File: config.mk
export PLATFORM = sky130hd
export DESIGN_NAME = fifo_rd_ctrl
export DESIGN_NICKNAME = d
export VERILOG_FILES = /design/src/rtl/fifo_rd_pkg.sv /design/src/rtl/fifo_rd_skid.sv /design/src/rtl/fifo_rd_ctrl.sv
export SDC_FILE = /design/constraint.sdc
export NUM_CORES = 1
export LEC_CHECK = 0
export CORE_ASPECT_RATIO = 2
export CORE_MARGIN = 2
export CORE_UTILIZATION = 44
export DETAILED_ROUTE_END_ITERATION = 8
export PLACE_DENSITY = 0.65
export SYNTH_ARGS = -nofsm -noshare
export SYNTH_HDL_FRONTEND = slang
export SYNTH_HIERARCHICAL = 1
export SYNTH_SLANG_ARGS = --single-unit
File: constraint.sdc
create_clock -name clk -period 4.8 [get_ports clk]
set_clock_uncertainty 0.15 [all_clocks]
set_input_delay 0.96 -clock clk [delete_from_list [all_inputs] [get_ports clk]]
set_output_delay 0.96 -clock clk [all_outputs]
set_load 0.03 [all_outputs]
File: src/rtl/fifo_rd_pkg.sv
// Shared types and default sizes for the FIFO read-side controller.
package fifo_rd_pkg;

  typedef enum logic [1:0] {
    IDLE  = 2'd0,
    RUN   = 2'd1,
    FLUSH = 2'd2
  } rd_state_t;

  localparam int unsigned FIFO_WIDTH_DEF = 16;
  localparam int unsigned SKID_DEPTH_DEF = 4;
  localparam int unsigned CNT_WIDTH_DEF  = 16;

endpackage

File: src/rtl/fifo_rd_skid.sv
// Small circular skid buffer that absorbs the FIFO read latency and downstream stalls.
module fifo_rd_skid import fifo_rd_pkg::*; #(
  parameter int unsigned WIDTH = FIFO_WIDTH_DEF,
  parameter int unsigned DEPTH = SKID_DEPTH_DEF,
  localparam int unsigned PW = (DEPTH > 1) ? $clog2(DEPTH) : 1,
  localparam int unsigned CW = $clog2(DEPTH + 1)
) (
  input  logic             clk,
  input  logic             rst_n,
  input  logic             push,
  input  logic [WIDTH-1:0] wdata,
  input  logic             pop,
  input  logic             clear,
  output logic [WIDTH-1:0] rdata,
  output logic [CW-1:0]    cnt
);

  logic [WIDTH-1:0] mem_q [DEPTH];
  logic [PW-1:0]    wr_ptr_q;
  logic [PW-1:0]    rd_ptr_q;
  logic [CW-1:0]    cnt_q;

  // Wrap modulo DEPTH so non-power-of-two depths also work.
  function automatic logic [PW-1:0] ptr_inc(input logic [PW-1:0] p);
    return (p == PW'(DEPTH - 1)) ? '0 : p + PW'(1);
  endfunction

  always_ff @(posedge clk or negedge rst_n) begin
    if (!rst_n) begin
      mem_q    <= '{default: '0};
      wr_ptr_q <= '0;
      rd_ptr_q <= '0;
      cnt_q    <= '0;
    end else if (clear) begin
      wr_ptr_q <= '0;
      rd_ptr_q <= '0;
      cnt_q    <= '0;
    end else begin
      if (push) begin
        mem_q[wr_ptr_q] <= wdata;
        wr_ptr_q        <= ptr_inc(wr_ptr_q);
      end
      if (pop) begin
        rd_ptr_q <= ptr_inc(rd_ptr_q);
      end
      if (push && !pop) begin
        cnt_q <= cnt_q + CW'(1);
      end else if (!push && pop) begin
        cnt_q <= cnt_q - CW'(1);
      end
    end
  end

  assign rdata = mem_q[rd_ptr_q];
  assign cnt   = cnt_q;

  skid_no_overflow: assert property (@(posedge clk) disable iff (!rst_n)
    !(push && !pop && !clear && (cnt_q == CW'(DEPTH))));
  skid_cnt_bound: assert property (@(posedge clk) disable iff (!rst_n)
    cnt_q <= CW'(DEPTH));
  skid_no_underflow: assert property (@(posedge clk) disable iff (!rst_n)
    !(pop && !clear && (cnt_q == '0)));

endmodule

File: src/rtl/fifo_rd_ctrl.sv
// Read-side controller: pops the FIFO, hides its read latency, streams words downstream.
// Optional delivered-word counter (o_word_cnt) is enabled by defining FIFO_RD_CNT_EN.
module fifo_rd_ctrl import fifo_rd_pkg::*; #(
  parameter int unsigned FIFO_WIDTH = FIFO_WIDTH_DEF,
  parameter int unsigned SKID_DEPTH = SKID_DEPTH_DEF
`ifdef FIFO_RD_CNT_EN
  ,
  parameter int unsigned CNT_WIDTH  = CNT_WIDTH_DEF
`endif
) (
  input  logic                  clk,
  input  logic                  rst_n,
  input  logic [FIFO_WIDTH-1:0] i_fifo_data,
  input  logic                  i_fifo_empty,
  output logic                  o_fifo_pop,
  output logic [FIFO_WIDTH-1:0] o_data,
  output logic                  o_valid,
  input  logic                  i_ready,
  input  logic                  i_en,
  input  logic                  i_flush,
  output logic                  o_flush_done,
  output logic                  o_busy
`ifdef FIFO_RD_CNT_EN
  ,
  output logic [CNT_WIDTH-1:0]  o_word_cnt
`endif
);

  localparam int unsigned CW = $clog2(SKID_DEPTH + 1);

  rd_state_t     state_q;
  logic          pop_q;
  logic [CW-1:0] buf_cnt;
  logic          credit_ok;
  logic          xfer;
  logic          flush_start;
  logic          skid_push;

  // Count in-flight pops as occupied slots so the skid can never overflow.
  assign credit_ok = (32'(buf_cnt) + 32'(pop_q)) < SKID_DEPTH;

  always_comb begin
    o_fifo_pop = 1'b0;
    case (state_q)
      RUN:     o_fifo_pop = i_en && !i_fifo_empty && credit_ok;
      FLUSH:   o_fifo_pop = !i_fifo_empty;
      default: o_fifo_pop = 1'b0;
    endcase
  end

  assign o_valid      = (state_q != FLUSH) && (buf_cnt != '0);
  assign xfer         = o_valid && i_ready;
  assign flush_start  = i_flush && (state_q != FLUSH);
  assign skid_push    = pop_q && (state_q == RUN);
  assign o_flush_done = (state_q == FLUSH) && i_fifo_empty && !pop_q;
  assign o_busy       = (state_q != IDLE);

  always_ff @(posedge clk or negedge rst_n) begin
    if (!rst_n) begin
      state_q <= IDLE;
      pop_q   <= 1'b0;
    end else begin
      pop_q <= o_fifo_pop;
      case (state_q)
        IDLE: begin
          if (i_flush) begin
            state_q <= FLUSH;
          end else if (i_en) begin
            state_q <= RUN;
          end
        end
        RUN: begin
          if (i_flush) begin
            state_q <= FLUSH;
          end else if (!i_en && (buf_cnt == '0) && !pop_q) begin
            state_q <= IDLE;
          end
        end
        FLUSH: begin
          if (i_fifo_empty && !pop_q) begin
            state_q <= IDLE;
          end
        end
        default: state_q <= IDLE;
      endcase
    end
  end

  fifo_rd_skid #(
    .WIDTH (FIFO_WIDTH),
    .DEPTH (SKID_DEPTH)
  ) u_skid (
    .clk   (clk),
    .rst_n (rst_n),
    .push  (skid_push),
    .wdata (i_fifo_data),
    .pop   (xfer),
    .clear (flush_start),
    .rdata (o_data),
    .cnt   (buf_cnt)
  );

`ifdef FIFO_RD_CNT_EN
  logic [CNT_WIDTH-1:0] word_cnt_q;

  always_ff @(posedge clk or negedge rst_n) begin
    if (!rst_n) begin
      word_cnt_q <= '0;
    end else if (flush_start) begin
      word_cnt_q <= '0;
    end else if (xfer) begin
      word_cnt_q <= word_cnt_q + CNT_WIDTH'(1);
    end
  end

  assign o_word_cnt = word_cnt_q;
`endif

endmodule

==> results of run 1 <==
## flip-flops by register name, indices dropped and copies added (netlist names)
name and flops:
u_skid/rd_ptr_q 2, u_skid/wr_ptr_q 2, u_skid/mem_q 64, u_skid/cnt 3
pop_q 1, state_q 2
## per-layer routing
layer,vias up,part of all wire
met5,-,0
met4,0,0.023
met3,10,0.029
met2,33,0.53
met1,1093,0.41
li1,917,-
## placed cells by master (no fill, tap or decap), drive strengths merged
master and count:
dfrtp 74, mux2 64, clkdlybuf4s50 40, mux4 16, nor2 13, clkbuf 12, inv 8, ha 8
nand2 6, mux2i 4, nor3b 3, nor2b 3, o21ai 3, bufinv 2, buf 2, and2 2
nor3 2, clkinv 2, nand3 1, a21oi 1, nand2b 1, a22o 1, a22oi 1, a21bo 1
a21o 1, nand4b 1, o311ai 1, xor2 1, a211oi 1, xnor2 1, and3b 1, fa 1
## worst register-to-register path, delay by kind of cell (launching register included)
family                   cells  cell delay, ps
AO/OA/AOI/OAI                1             130
adder cells (fa/ha/maj)      2             650
buffers and inverters        1              90
flip-flops                   1             370
AND/OR/NAND/NOR              5             970
## final timing paths
kind / from / to / cells past startpoint
max: i_en / o_fifo_pop / 6
min: u_skid/mem_q[51] / u_skid/mem_q[51] / 1
max reg2reg: state_q[0] / u_skid/cnt[2] / 9
min reg2reg: u_skid/mem_q[51] / u_skid/mem_q[51] / 1
max in group asynchronous: rst_n / u_skid/mem_q[39] / 1
min in group asynchronous: rst_n / u_skid/mem_q[34] / 1
## layout make-up
cell class                      instances  share of cell area
Sequential cell                        74              0.4161
Multi-Input combinational cell        138              0.3821
Timing Repair Buffer                   42             0.09334
Clock buffer                           12             0.05763
Tap cell                               98             0.02755
Clock inverter                          4             0.01659
Inverter                                8            0.006747
## cells in the mapped netlist, drive strengths merged
| library cell | number |
|---|---|
| and2 | 2 |
| dfrtp | 74 |
| nand3 | 1 |
| nor2 | 13 |
| mux2 | 64 |
| a21oi | 1 |
| and3b | 1 |
| o21ai | 3 |
| nand4b | 1 |
| fa | 1 |
| xor2 | 1 |
| clkbuf | 2 |
| buf | 10 |
| a211oi | 1 |
| xnor2 | 1 |
| o311ai | 1 |
| nor3b | 3 |
| a21bo | 1 |
| ha | 8 |
| a22o | 1 |
| mux4 | 16 |
| nor3 | 2 |
| nand2 | 6 |
| nor2b | 3 |
| a21o | 1 |
| inv | 8 |
| mux2i | 4 |
| a22oi | 1 |
| nand2b | 1 |
## logic make-up (layout without fill, tap and decap cells)
| kind of cell | count (synthesis) | after routing | synth area share |
|---|---|---|---|
| buffers and inverters | 20 | 66 | 0.03730 |
| flip-flops | 74 | 74 | 0.5019 |
| XOR/XNOR | 2 | 2 | 0.004748 |
| AO/OA/AOI/OAI | 10 | 10 | 0.02035 |
| AND/OR/NAND/NOR | 33 | 33 | 0.05866 |
| adder cells (fa/ha/maj) | 9 | 9 | 0.03255 |
| multiplexers | 84 | 84 | 0.3445 |
## stage by stage
step                instance area [um2]  hold slack, ps
CTS                                4451           350.1
global route                       4451           369.2
finish                             4451           349.9
global placement                   4120           332.3
floorplan                          3690           323.8
detailed placement                 4120           337.3
## where the power goes
part           internal [W]  switching (W)
logic              0.000363       0.000344
clock network      0.000483       0.000252
registers          0.000711      0.0000799
==> flow_summary.toml, run 1 <==
[floorplanning]
die_y_um = 133.5
die_area_um2 = 9178
core_area_um2 = 8233
die_width_um = 68.75
row_count = 47
io_pins = 42
initial_utilization = 0.4482

[clock_tree]
path_clk_slew_ps = 50
post-cts-setup-buffer-count = 0
cts_buffers = 9
cts_hold_buf = 0
cts_tree = "built"
clock_latency_ps = 330
htree_levels = 3
cts-resized-gates = 0
cts.sinks = 74
clk_path_buf_depth = 2
cts_root_buffer = "clkbuf_16"

[worst_setup_path]
cpMaxStageDelayCell = "clkdlybuf4s50_1"
cp_num_buf_inv = 2
critPathLaunchType = "input port"
critPathTopFamily = "buffers and inverters"
path_max_fanout = 3
worst-endpoint-required_ps = 3690
regToRegSetupSlack_ps = 2290
crit_type = "input port to output pin"
cpPeakStageDelay_ps = 720
arrival_ps = 2660
worst_path_most_repeated_cell = "clkdlybuf4s50_1"
crit_chain = "clkdlybuf4s50_1 -> nand2_1 -> nor2_1 -> a21oi_1 -> nor3b_1 -> clkdlybuf4s50_1"
worstSetupEndpointType = "output pin"

[finish]
drive_gt1_frac = 0.3885
seqCellArea_um2 = 1852
layout.nets = 304
multi_input_area_um2 = 1700
fillers = 718
finish.utilization = 0.5406
layout.cells.non_filler = 376
area_delta_synth_final_pct = 20.62
diodes = 0

[drt]
routed_wl_mm = 7.072
vias = 2053
antenna_left = 0
drtIter0Drc = 50
post_drt_wl_per_cell_um = 18.81
firstDrtPassIters = 4
viasPerCell = 5.460
drcViolationCount = 0

[yosys]
postSynthCellCount = 232
synth_top_area_frac = 0.5019
seq_area_frac_synth = 0.5019
synth_cell_types = 39
netlist_area_um2 = 3690
synth.area.top_cells = "dfrtp_1 50%, mux2_4 16%, mux4_2 9.8%"
yosysWarnings = 6
synth_top_area_cell = "dfrtp_1"
avgSynthCellArea_um2 = 15.90
synth_fp_nets = 263
ys_ff_latch = 74

[hold_path]
hp-class = "register to register"

[global_route]
top_usage_layer = "met2"
grt_pass1_wl_mm = 11.69
grt_overflow = 0
antenna_found_initial = 0
grt_max_degree = 75
met1_usage = 0.2262
met3_usage = 0.03632
grtUsageMet2 = 0.2730
track_usage = 0.1748
first_global_vias = 2247

[run_status]
status = "complete, no violations"

[sta]
setup_viol = 0
clock.fmax_ghz = 0.2652
tightest_slew_ps = 939.8
drv_slew = 0
setup_slack_ps = 1030
post-route-period-util = 0.7855
rsz0062_at_grt = "false"
slew_headroom = 0.3735
hold_viol = 0
layout_min_cycle_time_ps = 3770
setup_tns_ps = 0

[placement]
pre_cts_slack_ps = 1029
hpwl_mm = 4.539
io_buffers = 41
dp_cells = 360
gp_congestion = 0.7408

[job]
maxCapViolCount = 0

[pwr]
vdd_ir_drop_max_mv = 0.2517
p_leak_nw = 2.201
p_per_area_nw_per_um2 = 501.7
finalPower_w = 0.002233
Note: power is estimated with default switching activity, not from simulation.
==> inputs of run 2 (changes only) <==
clock period = 3.75 ns   (was 4.8 ns; I/O delays follow)
==> run 2 against run 1 <==
Against the previous run:
- cell count rose by 0.53%
- first-iteration DRC count rose by 150%
- die area did not move
- largest power group unchanged
- via count fell by 1.3%
- highest routed layer unchanged
- largest cell class unchanged
==> flow_summary.toml, run 2 (synthesized netlist as in run 1, its figures left out) <==
[clock_tree]
clock_latency_ps = 330
cts.sinks = 74
cts-resized-gates = 0
cts_buffers = 9
cts_root_buffer = "clkbuf_16"
htree_levels = 3
post-cts-setup-buffer-count = 0
path_clk_slew_ps = 60
cts_tree = "built"
cts_hold_buf = 0
clk_path_buf_depth = 2

[floorplanning]
die_width_um = 68.75
row_count = 47
die_y_um = 133.5
initial_utilization = 0.4482
io_pins = 42
die_area_um2 = 9178
core_area_um2 = 8233

[worst_setup_path]
regToRegEndpoint = "u_skid/cnt[2]"
critPathTopFamily = "buffers and inverters"
critPathLaunchType = "input port"
crit_chain = "clkdlybuf4s50_1 -> nand2_1 -> nor2_1 -> a21oi_1 -> nor3b_1 -> clkdlybuf4s50_1"
arrival_ps = 2480
critPathLaunch = "i_en"
endpoint = "o_fifo_pop"
worst_path_most_repeated_cell = "clkdlybuf4s50_1"
worstSetupEndpointType = "output pin"
cpMaxStageDelayCell = "clkdlybuf4s50_1"
crit_type = "input port to output pin"
regToRegSetupSlack_ps = 1270
worst-endpoint-required_ps = 2850
cpPeakStageDelay_ps = 730
crit_cells = 6
r2r_start = "state_q[0]"
cp_num_buf_inv = 2
rr_worst_depth = 9
path_max_fanout = 3

[global_route]
grt_max_degree = 75
antenna_found_initial = 0
grt_pass1_wl_mm = 11.41
first_global_vias = 2207
track_usage = 0.1725
grt_overflow = 0

[finish]
top_register = "u_skid/mem_q"
layout_commonest_cell = "dfrtp_1"
drive_gt1_frac = 0.3929
area_delta_synth_final_pct = 21.09
layout.cells.non_filler = 378
multi_input_area_um2 = 1700
largest_reg_flops = 64
layout.nets = 306
seqCellArea_um2 = 1852
diodes = 0
fillers = 709
final_cell_mix = "74 x dfrtp_1, 40 x clkdlybuf4s50_1, 40 x mux2_4"

[sta]
layout_min_cycle_time_ps = 3377
hold_viol = 0
slew_headroom = 0.3768
rsz0062_at_grt = "false"
setup_viol = 0
tightest_slew_ps = 934.8
drv_slew = 0
clock.fmax_ghz = 0.2961
post-route-period-util = 0.9005
setup_tns_ps = 0

[pwr]
p_per_area_nw_per_um2 = 637.9
p_leak_nw = 2.208
vdd_ir_drop_max_mv = 0.3319

[placement]
dp_cells = 362
hpwl_mm = 4.352
gp_congestion = 0.7496
io_buffers = 41

[drt]
post_drt_wl_per_cell_um = 18.29
drtIter0Drc = 124
viasPerCell = 5.360
vias = 2026
antenna_left = 0
routed_wl_mm = 6.915
drcViolationCount = 0
firstDrtPassIters = 6

[job]
maxCapViolCount = 0

[run_status]
status = "complete, no violations"

[hold_path]
hp-class = "register to register"
run 2: cell types whose count changed in the layout (fill, tap and decap cells not counted):
cell / change
buf_12: +1
buf_4: +1
clkbuf_8: -1
clkinv_2: +1
clkinv_4: -1
clkinvlp_4: +1
run 2: layout make-up:
type | instances | area share
flip-flops and latches | 74 | 0.4145
multi-input cells | 138 | 0.3806
clock buffers | 11 | 0.05433
well taps | 98 | 0.02744
clock inverters | 5 | 0.01736
inverters | 8 | 0.006721
repair buffers | 44 | 0.09913
run 2: per-layer routing:
| metal | wire length (um) | global-route usage | part of all wire |
|---|---|---|---|
| met5 | 0 | 0 | 0 |
| met1 | 2921 | 0.2207 | 0.42 |
| met3 | 247 | 0.05068 | 0.036 |
| met2 | 3658 | 0.2682 | 0.53 |
| met4 | 87 | 0.07298 | 0.013 |
run 2: report_power, final:
part	leakage, nW	internal [W]	switching (W)
Clock	0.156	0.000598	0.000320
Combinational	1.03	0.000479	0.000455
Sequential	1.02	0.000911	0.0000879
run 2: worst reg2reg max path: cells and delay by family (launching register included):
kind / cells / cell delay [ps]
AO/OA/AOI/OAI: 1 / 140
adder cells (fa/ha/maj): 2 / 660
buffers and inverters: 1 / 90
flip-flops: 1 / 380
AND/OR/NAND/NOR: 5 / 970
run 2: stage by stage:
step | util | cell area, um2 | setup slack [ps] | hold slack [ps] | total power (W)
finish | 0.5427 | 4468 | 373.0 | 349.3 | 0.002850
global route | 0.5427 | 4468 | 310.0 | 369.7 | 0.003004
CTS | 0.5427 | 4468 | 394.4 | 352.2 | 0.002888
detailed placement | 0.5038 | 4148 | 405.6 | 339.5 | 0.001956
global placement | 0.5038 | 4148 | 442.5 | 331.4 | 0.001949
floorplan | - | 3690 | 1131 | 304.4 | 0.001631
run 2: how the worst min path moves through the flow:
stage,from,to,cells past startpoint
2_1_floorplan,rst_n,pop_q,0
3_3_place_gp,u_skid/mem_q[20],u_skid/mem_q[20],1
3_5_place_dp,u_skid/mem_q[19],u_skid/mem_q[19],1
4_1_cts,u_skid/mem_q[2],u_skid/mem_q[2],1
5_1_grt,u_skid/mem_q[43],u_skid/mem_q[43],1
6_report,u_skid/mem_q[19],u_skid/mem_q[19],1
==> inputs of run 3 (changes only) <==
PLACE_DENSITY = 0.68   (was 0.65)
clock period = 2.99 ns   (was 3.75 ns; I/O delays follow)
==> run 3 against run 2 <==
Against the previous run:
- combinational power grew 28%
- utilization down 0.40 points
- sequential power rose by 23%
- non-clock buffer count rose by 1
- setup slack worse by 210 ps
- total power rose by 22%
- register-to-register slack lost 730 ps
- die area did not move
- wire length is 0.43% lower
- count of clock-buffer cells in the layout rose by 2
- critical endpoint is now o_data[9]
- largest cell class unchanged
- highest routed layer unchanged
==> flow_summary.toml, run 3 (synthesized netlist as in run 1, its figures left out) <==
[worst_setup_path]
rr_worst_depth = 9
critPathTopFamily = "buffers and inverters"
cpMaxStageDelayCell = "clkdlybuf4s50_1"
cp_num_buf_inv = 2
worst-endpoint-required_ps = 2240
regToRegEndpoint = "u_skid/cnt[2]"
cpPeakStageDelay_ps = 620
crit_type = "register to output pin"
path_max_fanout = 19
arrival_ps = 2070
crit_chain = "buf_12 -> mux4_2 -> clkdlybuf4s50_1"
regToRegSetupSlack_ps = 540
worstSetupEndpointType = "output pin"
critPathLaunchType = "register"
r2r_start = "state_q[0]"

[sta]
slew_headroom = 0.3728
drv_slew = 0
setup_tns_ps = 0
layout_min_cycle_time_ps = 2822
post-route-period-util = 0.9439
hold_viol = 0
clock.fmax_ghz = 0.3543
rsz0062_at_grt = "false"
hold_ws_ps = 257.0
tightest_slew_ps = 940.8
setup_viol = 0

[floorplanning]
initial_utilization = 0.4482
io_pins = 42
die_area_um2 = 9178
row_count = 47
core_area_um2 = 8233
die_y_um = 133.5
die_width_um = 68.75

[global_route]
track_usage = 0.1725
grt_pass1_wl_mm = 11.43
first_global_vias = 2240
antenna_found_initial = 0
grt_max_degree = 75
grt_overflow = 0

[drt]
drtIter0Drc = 76
viasPerCell = 5.339
drcViolationCount = 0
post_drt_wl_per_cell_um = 18.21
firstDrtPassIters = 4
antenna_left = 0
vias = 2018
routed_wl_mm = 6.885

[clock_tree]
post-cts-setup-buffer-count = 0
htree_levels = 3
cts_buffers = 9
cts_root_buffer = "clkbuf_16"
cts-resized-gates = 0
clock_latency_ps = 330
clk_path_buf_depth = 2
path_clk_slew_ps = 50
cts_tree = "built"
cts_hold_buf = 0
cts.sinks = 74

[finish]
layout_commonest_cell = "dfrtp_1"
top_register = "u_skid/mem_q"
largest_reg_flops = 64
finish.utilization = 0.5388
drive_gt1_frac = 0.3964
final_cell_mix = "74 x dfrtp_1, 40 x mux2_4, 37 x clkdlybuf4s50_1"
diodes = 0
fillers = 729
area_delta_synth_final_pct = 20.21
layout.nets = 307

[run_status]
status = "complete, no violations"

[placement]
gp_congestion = 0.7018
io_buffers = 41
hpwl_mm = 4.465

[pwr]
vdd_ir_drop_max_mv = 0.4233
p_per_area_nw_per_um2 = 782.3
p_leak_nw = 2.199

[hold_path]
hp-class = "input port to asynchronous set/reset pin"

[job]
maxCapViolCount = 0
==> run 3: cell count changes in the layout (fill, tap and decap cells not counted), sizes merged <==
cell	before	now
clkdlybuf4s50	40	37
buf	4	8
clkbuf	11	13
bufinv	2	1
clkinv	2	0
==> run 3: how the worst max path moves through the flow <==
| stage | slack [ps] | start | depth (start not counted) | end |
|---|---|---|---|---|
| 2_1_floorplan | 370 | state_q[0] | 10 | u_skid/cnt[2] |
| 3_3_place_gp | 310 | i_fifo_empty | 4 | o_flush_done |
| 3_5_place_dp | 300 | i_fifo_empty | 4 | o_flush_done |
| 4_1_cts | 130 | u_skid/rd_ptr_q[0] | 3 | o_data[9] |
| 5_1_grt | 100 | u_skid/rd_ptr_q[0] | 3 | o_data[9] |
| 6_report | 170 | u_skid/rd_ptr_q[0] | 3 | o_data[9] |
==> run 3: cell type report <==
type                            count  area [um2]  area share
Clock buffer                       13       250.2     0.05642
Multi-Input combinational cell    138        1700      0.3834
Sequential cell                    74        1852      0.4175
Timing Repair Buffer               45       442.9     0.09986
Inverter                            8       30.03    0.006770
Clock inverter                      2       37.54    0.008463
Tap cell                           98       122.6     0.02764
==> run 3: per-layer routing <==
metal	wire length [um]	GRT usage
met5	0	0
met2	3553	0.2799
met4	146	0.06863
met3	287	0.05068
met1	2898	0.2103
==> run 3: power breakdown <==
group | total [W] | leakage [nW] | switching [W] | internal (W)
sequential | 0.00123 | 1.02 | 0.0000860 | 0.00114
clock | 0.00105 | 0.136 | 0.000384 | 0.000665
combinational | 0.00119 | 1.04 | 0.000591 | 0.000600
==> run 3: per-stage QoR <==
stage,cell area [um2],instances,setup WS [ps],power (W)
floorplan,3690,232,370.9,0.002046
global placement,4148,363,314.7,0.002441
detailed placement,4148,363,296.0,0.002455
CTS,4436,378,131.7,0.003520
global route,4436,378,95.85,0.003650
finish,4436,378,167.9,0.003470
